File: config.mk
export PLATFORM = sky130hd
export DESIGN_NAME = mw_add_seq
export DESIGN_NICKNAME = d
export VERILOG_FILES = /design/src/rtl/add_pkg.sv /design/src/rtl/rca.sv /design/src/rtl/mw_add_seq.sv
export SDC_FILE = /design/constraint.sdc
export NUM_CORES = 1
export LEC_CHECK = 0
export CAP_MARGIN = 20
export CORE_AREA = 2 2 48 50
export CTS_BUF_LIST = sky130_fd_sc_hd__clkbuf_2
export DETAILED_ROUTE_END_ITERATION = 8
export DIE_AREA = 0 0 50 52
export PLACE_DENSITY = 0.79
export SLEW_MARGIN = 20
export SYNTH_ARGS = -nofsm -noshare
export SYNTH_HDL_FRONTEND = slang
export SYNTH_SLANG_ARGS = --single-unit
export TNS_END_PERCENT = 20
File: constraint.sdc
create_clock -name clk -period 11.2 [get_ports clk]
set_input_delay 2.24 -clock clk [delete_from_list [all_inputs] [get_ports clk]]
set_output_delay 2.24 -clock clk [all_outputs]
set_load 0.03 [all_outputs]
File: src/rtl/add_pkg.sv
// Shared types and defaults for the word-serial multi-precision adder and its rca stage.
package add_pkg;

  typedef enum logic {
    IDLE = 1'b0,
    RUN  = 1'b1
  } state_e;

  localparam int BIT_WIDTH_DEF = 8;
  localparam int NUM_WORDS_DEF = 4;

  // Beat counter width; kept at least one bit so the counter always exists.
  function automatic int cnt_width(input int num_words);
    return (num_words > 1) ? $clog2(num_words) : 1;
  endfunction

endpackage

File: src/rtl/rca.sv
// Combinational ripple-carry adder for one word: s + carry_out = a + b + carry_in.
module rca
  import add_pkg::*;
#(
  parameter int bit_width = BIT_WIDTH_DEF
) (
  input  logic [bit_width-1:0] a,
  input  logic [bit_width-1:0] b,
  input  logic                 carry_in,
  output logic [bit_width-1:0] s,
  output logic                 carry_out
);

  logic [bit_width:0] c;

  assign c[0] = carry_in;

  for (genvar i = 0; i < bit_width; i++) begin : g_bit
    assign s[i]   = a[i] ^ b[i] ^ c[i];
    assign c[i+1] = (a[i] & b[i]) | (a[i] & c[i]) | (b[i] & c[i]);
  end

  assign carry_out = c[bit_width];

endmodule

File: src/rtl/mw_add_seq.sv
// Word-serial multi-precision adder: one operand word pair per beat, LSW first,
// carry chained between beats, one registered sum word out per beat.
//
// state | meaning
// IDLE  | next accepted beat is the first word of an operation (uses cin)
// RUN   | mid-operation; next accepted beat uses the chained carry
module mw_add_seq
  import add_pkg::*;
#(
  parameter int bit_width = BIT_WIDTH_DEF,
  parameter int num_words = NUM_WORDS_DEF
) (
  input  logic                 clk,
  input  logic                 rst,
  input  logic                 in_valid,
  output logic                 in_ready,
  input  logic [bit_width-1:0] in_a,
  input  logic [bit_width-1:0] in_b,
  input  logic                 cin,
  output logic                 out_valid,
  input  logic                 out_ready,
  output logic [bit_width-1:0] out_s,
  output logic                 out_last,
  output logic                 out_carry,
  output logic                 out_ovf
);

  localparam int CNT_W = cnt_width(num_words);
  localparam logic [CNT_W-1:0] LAST_CNT = CNT_W'(num_words - 1);

  state_e               state_q;
  logic [CNT_W-1:0]     beat_cnt_q;
  logic                 carry_q;
  logic                 out_valid_q;
  logic [bit_width-1:0] out_s_q;
  logic                 out_last_q;
  logic                 out_carry_q;
  logic                 out_ovf_q;

  logic                 accept;
  logic                 is_last;
  logic                 rca_cin;
  logic [bit_width-1:0] rca_s;
  logic                 rca_cout;
  logic                 ovf_d;

  assign in_ready = !out_valid_q || out_ready;
  assign accept   = in_valid && in_ready;
  // A first beat never closes an operation since num_words >= 2.
  assign is_last  = (state_q == RUN) && (beat_cnt_q == LAST_CNT);
  assign rca_cin  = (state_q == IDLE) ? cin : carry_q;
  assign ovf_d    = (in_a[bit_width-1] == in_b[bit_width-1]) &&
                    (rca_s[bit_width-1] != in_a[bit_width-1]);

  rca #(.bit_width(bit_width)) u_rca (
    .a         (in_a),
    .b         (in_b),
    .carry_in  (rca_cin),
    .s         (rca_s),
    .carry_out (rca_cout)
  );

  always_ff @(posedge clk or negedge rst) begin
    if (!rst) begin
      state_q     <= IDLE;
      beat_cnt_q  <= '0;
      carry_q     <= 1'b0;
      out_valid_q <= 1'b0;
      out_s_q     <= '0;
      out_last_q  <= 1'b0;
      out_carry_q <= 1'b0;
      out_ovf_q   <= 1'b0;
    end else if (accept) begin
      out_valid_q <= 1'b1;
      out_s_q     <= rca_s;
      carry_q     <= rca_cout;
      if (is_last) begin
        out_last_q  <= 1'b1;
        out_carry_q <= rca_cout;
        out_ovf_q   <= ovf_d;
        beat_cnt_q  <= '0;
        state_q     <= IDLE;
      end else begin
        out_last_q  <= 1'b0;
        out_carry_q <= 1'b0;
        out_ovf_q   <= 1'b0;
        beat_cnt_q  <= beat_cnt_q + 1'b1;
        state_q     <= RUN;
      end
    end else if (out_valid_q && out_ready) begin
      out_valid_q <= 1'b0;
    end
  end

  assign out_valid = out_valid_q;
  assign out_s     = out_s_q;
  assign out_last  = out_last_q;
  assign out_carry = out_carry_q;
  assign out_ovf   = out_ovf_q;

endmodule

---- Yosys cells after proc, flatten, opt, wreduce, memory -nomap -nowiden ----
Index checks and enable logic that the tools add are counted.
word-level totals
  RAM bits ................................ 0
  memories ................................ 0
  ROM bits ................................ 0
  register bits ........................... 16
  latch bits .............................. 0
  input port bits ......................... 21
  word-level logic and storage cells ...... 83
cells by class
  mux-type cells .......................... 8
  multiply operators ...................... 0
  equal/unequal tests ..................... 3
  divide/modulo/power cells ............... 0
  $lt $le $gt $ge ......................... 0
  bitwise gates (word level) .............. 56
  shifts and indexed selects .............. 0
  add/sub/neg operators ................... 1
  reduce and logical (&&, ||, !) cells .... 7
operators with widths
  kind                                                            number
  1-bit bitwise AND                                               24
  1-bit OR                                                        16
  1-bit bitwise XOR                                               16
  1-bit two-way mux                                               7
  1-bit logical AND                                               4
  2-bit by 1-bit adder with 2-bit output (second input constant)  1
  2-bit == test (second input constant)                           1
  2-bit two-way mux                                               1
  2-bit nonzero test                                              1
  1-bit == test                                                   1
  1-bit logical NOT                                               1
  1-bit logical OR                                                1
  1-bit inequality test                                           1

---- Logic depth before layout (Yosys ltp) ----
Gate-level depths: netlist of run 1.
  depth in word-level cells ............... 26
  depth in mapped cells ................... 14
  mapped depth without buffers ............ 14

---- Hierarchy ----
Synthesis of run 1 repeated with hierarchy kept, for this count alone.
second synthesis, totals
  cells, all modules ...................... 62
  area total of the unflattened synthesis .. 892.1 um2
modules (own cells, without submodules)
  module      area an instance (um2)  cells each  times used
  mw_add_seq  694.4                   44          1
  rca         197.7                   18          1

---- Worst setup path before layout of run 1 ----
Ideal clock, no wire load.
  path kind ............................... input to register
  from .................................... input cin
  to ...................................... register out_ovf_q (netlist: out_ovf)
  arrival ................................. 5.760 ns
  required time ........................... 11.075 ns
  stages .................................. 14
  slack ................................... 5.316 ns
  cell sequence ........................... mux2i_1 -> fa_1 -> inv_1 -> fa_1 -> fa_1 -> fa_1 -> fa_1 -> fa_1 -> fa_1 -> inv_1 -> fa_1 -> xor2_1 -> nor3_1 -> mux2_2
on the way
  cells in the longest elaborated chain, start to end .. 26
  elaborated cells on any way between the ends .. 33
  those cells by class .................... 1 x eq/ne; 2 x mux; 29 x bitwise; 1 x reduce/logical
RTL lines
  item                     line              source
  start: declaration       mw_add_seq.sv:19  input logic cin,
  1-bit two-way mux *      mw_add_seq.sv:51  assign rca_cin = (state_q == IDLE) ? cin : carry_q;
  1-bit bitwise AND        rca.sv:20         assign c[i+1] = (a[i] & b[i]) | (a[i] & c[i]) | (b[i] & c[i]);
  1-bit OR                 rca.sv:20
  1-bit OR *               rca.sv:20
  1-bit bitwise AND        rca.sv:20
  1-bit OR                 rca.sv:20
  1-bit OR *               rca.sv:20
  1-bit bitwise AND        rca.sv:20
  (+10 left out)           -
  1-bit OR *               rca.sv:20
  1-bit bitwise AND        rca.sv:20
  1-bit OR                 rca.sv:20
  1-bit OR *               rca.sv:20
  1-bit bitwise XOR *      rca.sv:19         assign s[i] = a[i] ^ b[i] ^ c[i];
  1-bit inequality test *  mw_add_seq.sv:53  (rca_s[bit_width-1] != in_a[bit_width-1]);
  1-bit logical AND *      mw_add_seq.sv:52  assign ovf_d = (in_a[bit_width-1] == in_b[bit_width-1]) &&
  1-bit two-way mux *      mw_add_seq.sv:77  if (is_last) begin
  end signal: assignment   mw_add_seq.sv:80  out_ovf_q <= ovf_d;
  end: declaration         mw_add_seq.sv:38  logic out_ovf_q;
Every way passes the cells marked *; elsewhere a longest branch is shown, timed or not.
A chain may end at the register's enable or synchronous reset.

---- Worst setup path after layout of run 1 ----
Same ends and word-level chain as after synthesis.

==> results.sh, run 1 <==
export IMPL_status="complete, no violations"
export IMPL_cts_htree_levels=1
export IMPL_leakage_nw=0.5916
export IMPL_vdd_ir_drop_worst_mv=0.1128
export IMPL_final_nets=129
export IMPL_drv_slew=0
export IMPL_setup_tns_ns=0
export IMPL_hold_viol_final=0
export IMPL_synth_ff_latch_count=16
export IMPL_placementRows=17
export IMPL_end_kind="register"
export IMPL_grt_overflow=0
export IMPL_tightest_slew_ns=0.7263
export IMPL_clockPowerShare_pct=11.4
export IMPL_grt_usage_pct=13.93
export IMPL_die_h_um=52
export IMPL_core_area_um2=2106
export IMPL_ys_types=17
export IMPL_drc=0
export IMPL_cts_root_buf="clkbuf_2"
export IMPL_ios=34
export IMPL_crit_end="out_ovf"
export IMPL_synth_top_family_by_area="multiplexers"
export IMPL_drt_iter0_drc=0
export IMPL_drive_above_1_share_pct=16.49
export IMPL_reg2regPathDepth=14
export IMPL_crit_arrival_ns=6.28
export IMPL_synthAdderAreaFrac_pct=20.58
export IMPL_die_x_um=50
export IMPL_placed_cells=121
export IMPL_p_seq_share_pct=38.9
export IMPL_clock_sinks=16
export IMPL_cpMostUsedCell="fa_1"
export IMPL_vias=564
export IMPL_syn_nets=92
export IMPL_combinationalPowerShare_pct=49.6
export IMPL_cp_slowest_cell="fa_1"
export IMPL_start_util_pct=42.72
export IMPL_cp_cell_sequence="clkdlybuf4s50_1 > mux2i_1 > fa_1 > inv_1 > fa_1 > fa_1 > fa_1 > fa_1 > fa_1 > fa_1 > inv_1 > fa_1 > xor2_1 > nor3_1 > mux2_2"
export IMPL_slowest_delay_ns=0.43
export IMPL_die_area_um2=2600
export IMPL_critPathRequiredTime_ns=11.39
export IMPL_fin_area_um2=1264
export IMPL_synth_yosys_seq_area_share_pct=44.51
export IMPL_grt_start_max_net_pins=17
export IMPL_syn_area_um2=899.6
export IMPL_yosysWarnings=0
export IMPL_powerDensity_nw_per_um2=180.0
export IMPL_reg2reg_to="out_ovf"
export IMPL_syn_to_final_growth_pct=40.47
export IMPL_syn_inst=61
export IMPL_maxCapViolCount=0
export IMPL_relSlewSlack_pct=51.43
export IMPL_r2r_slack_ns=6.93
export IMPL_cts_setup_buffers=0
export IMPL_hold_path_class="register to register"
export IMPL_synthSimpleGateAreaFrac_pct=5.007
export IMPL_viasPerCell=4.512
export IMPL_grt_pass1_wl_um=2663
export IMPL_cp_start_kind="primary input"
export IMPL_intPower_uw=142.7
export IMPL_period_share_pct=54.37
export IMPL_clk_pin_slew_ns=0.15
export IMPL_dp_hpwl_um=1163
export IMPL_muxShareOfSynthArea_pct=21.14
export IMPL_switching_share_pct=37.27
export IMPL_critical_path_class="primary input to register"
export IMPL_netSwitchingPower_uw=84.79
export IMPL_port_buffers=33
export IMPL_clk_insertion_delay_late_ns=0.29
export IMPL_grt_pass1_vias=572
export IMPL_insertedDiodeCount=0
export IMPL_cts_buffers_inserted=3
export IMPL_syn_area_per_cell_um2=14.75
export IMPL_cts_buffer_depth=2
export IMPL_synthXorXnorAreaFrac_pct=0.9736
export IMPL_place_gp_congestion=0.6893
export IMPL_layout_cells_non_filler=125
export IMPL_rsz0062_at_grt="no"
export IMPL_layout_commonest_cell="clkdlybuf4s50_1"
export IMPL_grt_antenna_before_repair=0
export IMPL_placement_cell_area_um2=1245
export IMPL_antenna_left=0
export IMPL_min_period_ns=6.090
export IMPL_fin_skew_ns=0.004714
export IMPL_crit_start="cin"
export IMPL_ctsHoldBuffers=0
export IMPL_max_freq_mhz=164.2
export IMPL_cts_tree="yes"
export IMPL_reg2reg_from="state_q"
export IMPL_finalSetupViolCount=0
export IMPL_synth_compound_area_share_pct=1.808
export IMPL_critical_path_max_fanout=2
export IMPL_layout_common_cells="33 x clkdlybuf4s50_1, 16 x dfrtp_1, 9 x inv_1, 8 x fa_1, 7 x mux2_4"
export IMPL_routed_wl_um=1500
export IMPL_post_cts_resize_count=0
export IMPL_routedWlPerCell_um=12.00
export IMPL_firstDrtPassIters=1
## how the worst min path moves through the flow
| stage | from | to | slack (ns) | cells past startpoint |
|---|---|---|---|---|
| after floorplan | beat_cnt_q[1] | beat_cnt_q[1] | 0.49 | 1 |
| after global placement | out_s[6] | out_s[6] | 0.49 | 1 |
| after detailed placement | out_ovf | out_ovf | 0.49 | 1 |
| after CTS | out_ovf | out_ovf | 0.53 | 1 |
| after global routing | out_s[6] | out_s[6] | 0.55 | 1 |
| final | out_ovf | out_ovf | 0.53 | 1 |
## logic make-up after synthesis
| family | count (synthesis) |
|---|---|
| compound gates | 3 |
| xor+xnor | 1 |
| fa+ha+maj | 10 |
| buf+inv | 10 |
| flops | 16 |
| mux | 15 |
| simple gates | 6 |
## state kept, by name, indices dropped and copies added, names as in the netlist
register	count
state_q	1
out_carry	1
out_ovf	1
carry_q	1
beat_cnt_q	2
out_s	8
out_valid	1
out_last	1
## through the flow
step           total power, mW  util [%]  worst slack [ns]  hold slack (ns)
6_report                0.2275     60.01             5.110           0.5266
5_1_grt                 0.2433     60.01             4.894           0.5488
4_1_cts                 0.2310     60.01             5.085           0.5279
3_5_place_dp            0.2036     59.12             4.748           0.4939
3_3_place_gp            0.2002     59.12             4.778           0.4901
2_1_floorplan           0.1586         -             5.316           0.4856
## critical path, delay by kind of cell
kind | cells | cell delay [ns]
xor+xnor | 1 | 0.14
simple gates | 1 | 0.05
fa+ha+maj | 8 | 2.92
buf+inv | 3 | 0.52
mux | 2 | 0.41
## layout make-up
class / count / area (um2)
well taps: 28 / 35.03
inverters: 9 / 33.78
multi-input cells: 35 / 445.4
clock buffers: 3 / 15.01
flip-flops and latches: 16 / 400.4
repair buffers: 33 / 330.3
clock inverters: 1 / 3.754
fillers: 169 / 842.1
## power by group through the flow
stage          registers [mW]  logic, mW  clock network, mW
4_1_cts                0.0888      0.115             0.0276
5_1_grt                0.0915      0.122             0.0295
3_3_place_gp           0.0888      0.111                  0
2_1_floorplan           0.115     0.0434                  0
3_5_place_dp           0.0899      0.114                  0
6_report               0.0886      0.113             0.0260
## Yosys cell counts
cell	n	area, um2
nand2_1	1	3.750
a31oi_1	1	6.260
nand2_4	1	11.26
a21oi_1	2	10.01
nand2b_4	1	13.76
inv_1	9	33.78
nor2_1	1	3.750
mux2_4	7	105.1
nor3_1	1	5.000
mux2_2	4	45.04
mux2i_1	4	40.04
xor2_1	1	8.760
buf_12	1	20.02
fa_1	8	160.2
dfrtp_1	16	400.4
ha_1	2	25.02
or2b_1	1	7.510
## layer usage
layer	part of all wire (%)	up-vias	wire (um)	GRT usage [%]
met3	5.3	2	80	2.299
met2	52	18	787	22.37
met5	0	-	0	0
li1	-	270	-	-
met1	40	274	607	18.23
met4	1.7	0	25	6.944
No activity file was read; power rests on OpenSTA's default activity.
==> run 2, diff against run 1 <==
- CORE_AREA: 2 2 48 50 -> 2 2 51 53
- DIE_AREA: 0 0 50 52 -> 0 0 53 55
- PLACE_DENSITY: 0.79 -> 0.74
- clock period: 11.2 -> 5 ns (I/O delays scaled with it)
==> results.sh, run 2 (synthesis gave the netlist of run 1 again) <==
export IMPL_slowest_delay_ns=0.45
export IMPL_cts_buffer_depth=2
export IMPL_cp_start_kind="primary input"
export IMPL_finalSetupViolCount=0
export IMPL_placement_cell_area_um2=1247
export IMPL_power_uw=511.7
export IMPL_drv_slew=0
export IMPL_intPower_uw=322.6
export IMPL_fin_skew_ns=0.009010
export IMPL_combinationalPowerShare_pct=50.4
export IMPL_clk_pin_slew_ns=0.14
export IMPL_port_buffers=33
export IMPL_status="complete, no violations"
export IMPL_routed_wl_um=1498
export IMPL_setup_tns_ns=0
export IMPL_placed_cells=123
export IMPL_clock_sinks=16
export IMPL_grt_pass1_wl_um=2663
export IMPL_netSwitchingPower_uw=189.0
export IMPL_layout_commonest_cell="clkdlybuf4s50_1"
export IMPL_leakage_nw=0.5832
export IMPL_cts_setup_buffers=0
export IMPL_drive_above_1_share_pct=22.68
export IMPL_switching_share_pct=36.95
export IMPL_fillers=217
export IMPL_place_gp_congestion=0.6650
export IMPL_cpMostUsedCell="fa_2"
export IMPL_relSlewSlack_pct=51.25
export IMPL_post_cts_resize_count=0
export IMPL_max_freq_mhz=206.9
export IMPL_critPathRequiredTime_ns=5.18
export IMPL_grt_start_max_net_pins=17
export IMPL_crit_arrival_ns=5.01
export IMPL_cts_root_buf="clkbuf_2"
export IMPL_layout_cells_non_filler=127
export IMPL_fin_area_um2=1282
export IMPL_powerDensity_nw_per_um2=399.0
export IMPL_start_util_pct=38.04
export IMPL_viasPerCell=4.496
export IMPL_critical_path_class="primary input to register"
export IMPL_layout_common_cells="33 x clkdlybuf4s50_1, 16 x dfrtp_1, 9 x inv_1, 7 x mux2_4, 5 x fa_2"
export IMPL_ios=34
export IMPL_largest_reg_flops=8
export IMPL_insertedDiodeCount=0
export IMPL_vdd_ir_drop_worst_mv=0.2249
export IMPL_min_period_ns=4.833
export IMPL_crit_family="adder cells"
export IMPL_period_share_pct=96.67
export IMPL_end_kind="register"
export IMPL_cp_cell_sequence="clkdlybuf4s50_1 > mux2i_2 > fa_2 > inv_1 > fa_1 > fa_2 > fa_2 > fa_2 > fa_2 > fa_1 > inv_1 > fa_1 > xor2_1 > nor3_1 > mux2_2"
export IMPL_cts_htree_levels=1
export IMPL_drc=0
export IMPL_clk_insertion_delay_late_ns=0.28
export IMPL_final_util_pct=54.23
export IMPL_hold_ws_ns=0.5276
export IMPL_die_h_um=55
export IMPL_maxCapViolCount=0
export IMPL_grt_pass1_vias=638
export IMPL_firstDrtPassIters=1
export IMPL_grt_overflow=0
export IMPL_critical_path_max_fanout=2
export IMPL_grt_usage_pct=12.99
export IMPL_core_area_um2=2365
export IMPL_die_area_um2=2915
export IMPL_rsz0062_at_grt="no"
export IMPL_antenna_left=0
export IMPL_syn_to_final_growth_pct=42.56
export IMPL_drt_iter0_drc=0
export IMPL_cts_tree="yes"
export IMPL_grt_antenna_before_repair=0
export IMPL_ctsHoldBuffers=0
export IMPL_placementRows=18
export IMPL_hold_path_class="register to register"
export IMPL_tightest_slew_ns=0.7290
export IMPL_clockPowerShare_pct=11.0
export IMPL_cp_buffers_inverters=3
export IMPL_hold_viol_final=0
export IMPL_routedWlPerCell_um=11.80
export IMPL_p_seq_share_pct=38.6
export IMPL_pre_cts_ws_ns=-0.2890
export IMPL_cts_buffers_inserted=3
export IMPL_dp_hpwl_um=1230
export IMPL_final_nets=129
export IMPL_setup_slack_ns=0.1667
export IMPL_vias=571
export IMPL_cp_slowest_cell="fa_1"
export IMPL_die_x_um=53
==> run 2: worst paths after layout <==
path,cells after the start,slack (ns),end,from
setup reg to reg,14,0.78,out_ovf,state_q
max in group asynchronous,1,3.41,out_valid,rst
hold / removal,1,0.53,out_ovf,out_ovf
setup / recovery,15,0.17,out_ovf,cin
hold reg to reg,1,0.53,out_ovf,out_ovf
min in group asynchronous,1,1.13,out_s[6],rst
==> run 2: cell type report <==
cell class | count | area (um2) | area share (%)
clock buffer | 3 | 15.01 | 1.171
clock inverter | 1 | 3.754 | 0.2927
inverter | 9 | 33.78 | 2.634
multi-input combinational | 35 | 461.7 | 36.00
sequential | 16 | 400.4 | 31.22
tap | 30 | 37.54 | 2.927
timing repair buffer | 33 | 330.3 | 25.76
==> run 2: power groups by stage <==
| stage | sequential [mW] | clock [mW] | combinational, mW |
|---|---|---|---|
| 2_1_floorplan | 0.258 | 0 | 0.0971 |
| 3_3_place_gp | 0.199 | 0 | 0.250 |
| 3_5_place_dp | 0.200 | 0 | 0.258 |
| 4_1_cts | 0.198 | 0.0600 | 0.259 |
| 5_1_grt | 0.205 | 0.0667 | 0.280 |
| 6_report | 0.198 | 0.0562 | 0.258 |
==> run 2: worst register-to-register path, cell delays in order (launching register included) <==
cell and delay [ns]:
dfrtp_1 0.45, mux2i_2 0.27, fa_2 0.22, inv_1 0.05, fa_1 0.38, fa_2 0.35, fa_2 0.34, fa_2 0.35
fa_2 0.35, fa_1 0.36, inv_1 0.09, fa_1 0.45, xor2_1 0.16, nor3_1 0.06, mux2_2 0.25
==> run 2: metal layers <==
| metal | part of all wire, % | global-route usage (%) |
|---|---|---|
| met2 | 53 | 23.75 |
| met5 | 0 | 0 |
| met3 | 7.3 | 3.226 |
| met1 | 40 | 14.61 |
| met4 | 0 | 5.128 |
